--- src/rtl/memory_bus_arbiter.sv ---
// Shared-memory arbiter: merges two instruction and two data request streams onto one RAM port,
// holding the grant across a cache block and sourcing cache-to-cache forwarded data.
module memory_bus_arbiter #(
    parameter int unsigned BLOCK_WORDS = 2,
    parameter int unsigned WORD_W      = 32
) (
    input  logic                   CLK,
    input  logic                   nRST,
    input  logic [1:0]             iREN,
    input  logic [1:0][WORD_W-1:0] iaddr,
    output logic [1:0]             iwait,
    output logic [1:0][WORD_W-1:0] iload,
    input  logic [1:0]             dREN,
    input  logic [1:0]             dWEN,
    input  logic [1:0][WORD_W-1:0] daddr,
    input  logic [1:0][WORD_W-1:0] dstore,
    output logic [1:0]             dwait,
    output logic [1:0][WORD_W-1:0] dload,
    input  logic                   c2c,
    input  logic [1:0][WORD_W-1:0] fwd_data,
    output logic                   ramREN,
    output logic                   ramWEN,
    output logic [WORD_W-1:0]      ramaddr,
    output logic [WORD_W-1:0]      ramstore,
    input  logic [WORD_W-1:0]      ramload,
    input  logic [1:0]             ramstate
);

    localparam int unsigned CNT_W = $clog2(BLOCK_WORDS + 1);
    localparam logic [1:0] RAM_ACCESS = 2'd2;

    typedef enum logic [1:0] {IDLE, DGRANT, IGRANT} state_t;

    state_t           r_state, w_next_state;
    logic             r_core, w_next_core;
    logic             r_rr, w_next_rr;
    logic [CNT_W-1:0] r_cnt, w_next_cnt;

    logic [1:0] w_dreq;
    logic       w_owner_req;
    logic       w_done;

    assign w_dreq = dREN | dWEN;
    assign w_done = w_owner_req && (ramstate == RAM_ACCESS);

    always_comb begin
        w_owner_req = 1'b0;
        case (r_state)
            DGRANT:  w_owner_req = w_dreq[r_core];
            IGRANT:  w_owner_req = iREN[r_core];
            default: w_owner_req = 1'b0;
        endcase
    end

    always_ff @(posedge CLK or negedge nRST) begin
        if (!nRST) begin
            r_state <= IDLE;
            r_core  <= 1'b0;
            r_rr    <= 1'b0;
            r_cnt   <= '0;
        end else begin
            r_state <= w_next_state;
            r_core  <= w_next_core;
            r_rr    <= w_next_rr;
            r_cnt   <= w_next_cnt;
        end
    end

    always_comb begin
        w_next_state = r_state;
        w_next_core  = r_core;
        w_next_rr    = r_rr;
        w_next_cnt   = r_cnt;
        case (r_state)
            IDLE: begin
                if (|w_dreq) begin
                    w_next_state = DGRANT;
                    w_next_core  = (w_dreq == 2'b11) ? r_rr : w_dreq[1];
                end else if (|iREN) begin
                    w_next_state = IGRANT;
                    w_next_core  = (iREN == 2'b11) ? r_rr : iREN[1];
                end
            end
            default: begin
                if (!w_owner_req) begin
                    // A drop after a completed word ends the block; a drop before any word is an abort.
                    w_next_state = IDLE;
                    w_next_cnt   = '0;
                    if (r_cnt != '0) begin
                        w_next_rr = ~r_core;
                    end
                end else if (w_done) begin
                    if (32'(r_cnt) + 32'd1 < BLOCK_WORDS) begin
                        w_next_cnt = r_cnt + CNT_W'(1);
                    end else begin
                        w_next_state = IDLE;
                        w_next_cnt   = '0;
                        w_next_rr    = ~r_core;
                    end
                end
            end
        endcase
    end

    always_comb begin
        iwait    = 2'b11;
        dwait    = 2'b11;
        iload    = '0;
        dload    = '0;
        ramREN   = 1'b0;
        ramWEN   = 1'b0;
        ramaddr  = '0;
        ramstore = '0;
        if (w_owner_req) begin
            case (r_state)
                DGRANT: begin
                    ramaddr = daddr[r_core];
                    if (dWEN[r_core]) begin
                        ramWEN   = 1'b1;
                        ramstore = dstore[r_core];
                    end else if (c2c) begin
                        // Snoop hit on a modified line: flush the peer's data and hand it to the reader.
                        ramWEN   = 1'b1;
                        ramstore = fwd_data[r_core];
                        if (w_done) begin
                            dload[r_core] = fwd_data[r_core];
                        end
                    end else begin
                        ramREN = 1'b1;
                        if (w_done) begin
                            dload[r_core] = ramload;
                        end
                    end
                    if (w_done) begin
                        dwait[r_core] = 1'b0;
                    end
                end
                IGRANT: begin
                    ramREN  = 1'b1;
                    ramaddr = iaddr[r_core];
                    if (w_done) begin
                        iload[r_core] = ramload;
                        iwait[r_core] = 1'b0;
                    end
                end
                default: ;
            endcase
        end
    end

endmodule

--- config.mk ---
export PLATFORM = sky130hd
export DESIGN_NAME = memory_bus_arbiter
export DESIGN_NICKNAME = d
export VERILOG_FILES = /design/src/rtl/memory_bus_arbiter.sv
export SDC_FILE = /design/constraint.sdc
export NUM_CORES = 1
export LEC_CHECK = 0
export BUFFER_PORTS_ARGS = -buffer_cell sky130_fd_sc_hd__buf_2
export CORE_AREA = 2 2 196 198
export CTS_CLUSTER_DIAMETER = 30
export CTS_CLUSTER_SIZE = 40
export DETAILED_ROUTE_END_ITERATION = 10
export DIE_AREA = 0 0 198 200
export PLACE_DENSITY = 0.4
export SLEW_MARGIN = 20
export SYNTH_ARGS = -nofsm -noshare
export SYNTH_HDL_FRONTEND = slang
export SYNTH_SLANG_ARGS = --single-unit
--- constraint.sdc ---
create_clock -name CLK -period 2.4 [get_ports CLK]
set_clock_uncertainty 0.15 [all_clocks]
set_input_delay 0.24 -clock CLK [delete_from_list [all_inputs] [get_ports CLK]]
set_output_delay 0.24 -clock CLK [all_outputs]
set_load 0.005 [all_outputs]
==> results.md, run 1 <==
- Status: finished with violations
- Failing checks: setup timing
- Critical path type: reg2out
- Net Count, Synth: 949
- Synth area leader: mux2_2
- Worst setup startpoint: r_core
- Layout net count: 1,453
- Share of the synthesized area in the top cell type: 0.172
- Initial antenna violation count: 1
- Top cells by count, synth: nor2_1 (134), nand2_1 (102), mux2_2 (66), mux2i_1 (65), a21oi_2 (60)
- Data arrival, critical path: 2210 ps
- Hold_ws: 231 ps
- H-tree depth: 1
- Synth warnings: 0
- Power per standard cell area: 575 mW/mm2
- Register-to-Register Path Depth: 9
- RSZ-0062 raised after global routing: yes
- Crit-path cells: mux2_1, a32o_2, nand2_4, or4_4, buf_12, a21oi_2, buf_2
- Startpoint Class: flop
- Top cells by area, synth: mux2_2 (17%), mux2i_1 (15%), a21oi_2 (12%)
- HP Class: in2async
- Req. time, crit path: 2010 ps
- CTS root buf: clkbuf_16
- Row cnt: 71
- CTS clk-pin slew, worst paths: 40 ps
- # DRC: 0
- Seq/Total Area, Yosys: 0.0347
- Starting density of the core: 0.116
- Layout cells sized above 1: 0.631
- Fin crit share: 1.08
- HPWL after DPL: 25,100 um
- Layout area overhead: 91.1%
- Die H: 200 um
- Drt pass-1 iters: 4
- Largest net degree at the start of global routing: 68
- Ports: 497
- Final setup fails: 181
- Number of routed nets with antenna violations: 0
- Fin crit period: 2600 ps
- Die Area: 0.0396 mm2
- Area of the mapped netlist: 0.00432 mm2
- Max-slew violation count: 0
- Relative max-transition margin: 0.544
- Iter 0 DRT Violations: 329
- Slowest cell on crit path: or4_4
- Die Span X: 198 um
- Leakage: 0.00407 uW
- Least-Margin Pin Slew: 684 ps
- CP endpoint kind: output pin
- Clk Latency, worst-skew pair: 230 ps
- GRT Total Usage: 0.138
- FFs w/ async S/R, synth: 1.00
- Post-synthesis cell type count: 32
- Highest cell delay on the worst timing path: 540 ps
- Routability cong.: 0.868
- Fillers: 4,303
- Finished Layout Cells: 1,660
- Fin. Hold Viols: 0
- Yosys reg bits: 6
- Final wirelength: 31,200 um
- Post-Synthesis Cells: 645
- Maxcap violations: 0
- Area of the core: 0.0374 mm2
- Final WS setup: -203 ps
- Vias in the first global route: 6,527
- Crit path max fanout: 6
- Post-synth top flop: dfrtp_1
- Clock Tree Buf Depth: 2
- Dpl cells: 1,635
- Worst R2R Start: r_core
- Vias per std cell: 4.09
- CTS Buf Count: 3
- WL/cell: 18.8 um
- Worst IR drop on VDD: 271 uV
- Maximum clock frequency: 384 MHz
- Syn avg cell area: 6.70 um2
- Via count: 6,791
- Post-synth EDFFs: 0
- Count leader, synth: nor2_1
- GRT Residual Overflow: 0
- Port Buffers: 496
- TritonCTS clock tree: done
- CTS sink cnt: 6
- Global-route wire length before repair: 40,600 um
==> power by group <==
part / switching (uW) / internal [uW] / leakage (uW)
sequential: 31.1 / 139 / 0.0000762
clock: 65.0 / 221 / 0.0000382
combinational: 2170 / 2120 / 0.00396
total: 2270 / 2480 / 0.00407
==> final cells by class <==
type | count | area, um2 | area share
Clock buffer | 4 | 78.8 | 0.00954
Inverter | 8 | 30.0 | 0.00364
Sequential cell | 6 | 154 | 0.0186
Tap cell | 511 | 639 | 0.0774
Antenna cell | 1 | 2.50 | 0.000303
Multi-Input combinational cell | 567 | 4000 | 0.484
Timing Repair Buffer | 563 | 3360 | 0.406
==> through the flow <==
| stage | setup WS (ps) | utilization | total power (uW) | setup TNS, ps | instance area [um2] |
|---|---|---|---|---|---|
| 2_1_floorplan | 103 | - | 2400 | 0 | 4320 |
| 4_1_cts | -203 | 0.211 | 4220 | -24810 | 7900 |
| 3_5_place_dp | -196 | 0.204 | 3830 | -10040 | 7640 |
| 3_3_place_gp | -141 | 0.204 | 3820 | -7060 | 7640 |
| 6_report | -203 | 0.221 | 4750 | -21080 | 8260 |
| 5_1_grt | -282 | 0.221 | 5110 | -34310 | 8260 |
==> cells in the final DEF (no fill, tap or decap), drive strengths merged, types with 4 or more instances in the layout <==
| master | count |
|---|---|
| a22oi | 32 |
| mux2 | 67 |
| buf | 559 |
| nand2 | 103 |
| a21oi | 68 |
| nand2b | 33 |
| o22a | 32 |
| dfrtp | 6 |
| ha | 5 |
| nand3 | 4 |
| clkbuf | 7 |
| nor2 | 134 |
| mux2i | 65 |
| inv | 8 |
==> routing by layer <==
layer  wire length (um)  up-vias  GRT usage
li1                   -     3263          -
met3               2010       43     0.0161
met5                  0        -          0
met1              12200     3115      0.164
met2              15800      370      0.256
met4               1160        0     0.0468
==> sequential cells by signal (all words and copies together), names as in the netlist <==
signal   cells
r_state      2
r_core       1
r_cnt        2
r_rr         1
==> path summary, 6_finish.rpt <==
path | to | slack (ps)
worst min register to register | r_cnt[1] | 350
worst max register to register | r_cnt[1] | 80
worst min-delay path | r_state[0] | 230
max in group asynchronous | r_core | 1700
worst max-delay path | dload[3] | -200
min in group CLK | r_state[1] | 270
==> cells by family (layout without fill, tap and decap cells) <==
kind of cell,Yosys count,count (layout),share of synthesized area
simple gates,285,285,0.275
compound gates,145,145,0.274
mux,132,132,0.325
buf+inv,72,575,0.0759
flops,6,6,0.0347
fa+ha+maj,5,5,0.0145
other cells,0,1,0
==> worst max-delay path: cells and delay by family, from the launching register on <==
kind / cells / cell delay, ps
flops: 1 / 490
mux: 1 / 230
simple gates: 2 / 620
compound gates: 2 / 290
buf+inv: 2 / 340
==> what timing repair did <==
| item | 4_1_cts | 5_1_grt |
|---|---|---|
| endpoints found under the hold margin | 6 | 0 |
| cloned | 2 | 4 |
| buffers inserted | 2 | 11 |
| gates resized for setup | 29 | 36 |
| pin swaps | 4 | 5 |
| hold buffers | 1 | 0 |
| endpoints found under the setup margin | 200 | 199 |
Note: power is estimated with default switching activity, not from simulation.
==> run 2, diff against run 1 <==
--- a/config.mk
+++ b/config.mk
@@ -16,3 +16,4 @@
 export SYNTH_ARGS = -nofsm -noshare
 export SYNTH_HDL_FRONTEND = slang
 export SYNTH_SLANG_ARGS = --single-unit
+export TNS_END_PERCENT = 30
==> constraint.sdc (replaced) <==
create_clock -name CLK -period 2.4 [get_ports CLK]
set_clock_uncertainty 0.15 [all_clocks]
set_input_delay 0.24 -clock CLK [delete_from_list [all_inputs] [get_ports CLK]]
set_output_delay 0.24 -clock CLK [all_outputs]
set_load 0.1 [all_outputs]
==> results.md, run 2 (synthesized netlist as in run 1, its figures left out) <==
- Worst R2R Start: r_state[0]
- Global-route wire length before repair: 44,700 um
- Buf/Inv on CP: 2
- Data arrival, critical path: 2350 ps
- Crit-path cells: mux2_2, a32o_2, nand2_4, or4_4, buf_12, a21oi_4, buf_12
- Die Area: 0.0396 mm2
- Clk Latency, worst-skew pair: 240 ps
- Routability cong.: 0.823
- CP dominant cell by count: buf_12
- Die H: 200 um
- Area of the core: 0.0374 mm2
- CTS root buf: clkbuf_16
- HP Class: in2reg
- Most frequent cells in the layout: buf_2 (298), buf_12 (213), nand2_1 (100)
- GRT Residual Overflow: 0
- GRT Total Usage: 0.151
- Vias in the first global route: 7,190
- Status: finished with violations
- CP endpoint kind: output pin
- Vias per std cell: 4.06
- Port Buffers: 496
- Register-to-Register Path Depth: 7
- Crit path capture: dload[38]
- Maximum clock frequency: 365 MHz
- # DRC: 0
- RR Endpoint: r_rr
- CTS clk-pin slew, worst paths: 40 ps
- Starting density of the core: 0.116
- Ports: 497
- Commonest non-fill, non-tap cell in the layout: buf_2
- Leakage: 0.00468 uW
- Startpoint Class: flop
- H-tree depth: 1
- Maxcap violations: 0
- Initial antenna violation count: 0
- Clock Tree Buf Depth: 2
- Biggest regs: r_cnt (2), r_state (2)
- Failing checks: setup timing
- RSZ-0062 raised after global routing: yes
- Drt pass-1 iters: 4
- Layout area overhead: 188%
- Via count: 6,795
- Iter 0 DRT Violations: 133
- Least-Margin Pin Slew: 501 ps
- Fin crit period: 2740 ps
- Max-slew violation count: 0
- Number of routed nets with antenna violations: 0
- CTS Buf Count: 3
- CP top delay family: simple AND/OR/NAND/NOR gates
- Final setup fails: 195
- # Post-CTS Setup Buffers: 0
- Req. time, crit path: 2010 ps
- Final WS setup: -342 ps
- Crit path max fanout: 16
- Layout net count: 1,469
- Fin. Hold Viols: 0
- Highest cell delay on the worst timing path: 530 ps
- Worst setup startpoint: r_core
- HPWL after DPL: 26,500 um
- Power per standard cell area: 559 mW/mm2
- Fin crit share: 1.14
- Relative max-transition margin: 0.666
- Final wirelength: 31,700 um
- Layout cells sized above 1: 0.737
- Die Span X: 198 um
- Core Util, Final: 0.333
- WL/cell: 18.9 um
- Diode count: 0
- Crit. path cell count: 7
- Slowest cell on crit path: or4_4
- Critical path type: reg2out
- CTS sink cnt: 6
- TritonCTS clock tree: done
- R2R Setup Slk: 190 ps
- Row cnt: 71
- Worst IR drop on VDD: 320 uV
- Largest net degree at the start of global routing: 40
- Design Power: 6960 uW
[run 2: metrics by stage]
stage | instance area, um2 | TNS, ps | worst slack (ps) | hold slack [ps] | cells
floorplan | 5650 | -35020 | -406 | -206 | 645
detailed placement | 12300 | -7250 | -93.9 | -70.9 | 1669
CTS | 12400 | -37700 | -345 | 251 | 1674
global placement | 12300 | -7280 | -97.1 | -71.1 | 1669
finish | 12500 | -34340 | -342 | 244 | 1675
global route | 12500 | -47380 | -394 | 265 | 1675
[run 2: power by group]
| group | leakage (uW) | internal (uW) | total (uW) | switching (uW) |
|---|---|---|---|---|
| Sequential | 0.0000762 | 139 | 172 | 33.3 |
| Combinational | 0.00456 | 2570 | 6490 | 3920 |
| Clock | 0.0000382 | 222 | 294 | 72.2 |
[run 2: worst min path at each step]
| stage | startpoint | to | cells past startpoint |
|---|---|---|---|
| after floorplan | nRST | r_cnt[0] | 0 |
| after global placement | nRST | r_cnt[0] | 1 |
| after detailed placement | nRST | r_cnt[1] | 1 |
| after CTS | dREN[0] | r_state[1] | 4 |
| after global routing | dREN[0] | r_state[1] | 4 |
| final | dREN[0] | r_state[1] | 4 |
[run 2: what timing repair did]
item | in CTS | in global routing
cloned | 0 | 1
resized for setup | 8 | 6
pin swaps | 68 | 2
hold buffers | 1 | 0
endpoints found under the hold margin | 6 | 0
endpoints found under the setup margin | 197 | 197
[run 2: layout make-up]
| type | instances | area [um2] |
|---|---|---|
| inverters | 8 | 30.0 |
| multi-input cells | 567 | 5240 |
| repair buffers | 579 | 6310 |
| well taps | 511 | 639 |
| clock buffers | 4 | 78.8 |
| flip-flops and latches | 6 | 154 |
| fillers | 3867 | 24900 |
[run 2: routing by layer]
metal / part of all wire / routed length (um) / vias to the layer above / global-route usage
li1: - / - / 3286 / -
met1: 0.37 / 11600 / 3179 / 0.161
met2: 0.55 / 17500 / 316 / 0.309
met3: 0.072 / 2280 / 14 / 0.0311
met4: 0.011 / 350 / 0 / 0.0217
met5: 0 / 0 / - / 0
[run 2: worst min-delay path, stage by stage]
cell,delay (ps)
buf_2,110
nor3_1,50
o311ai_0,90
o31ai_1,90
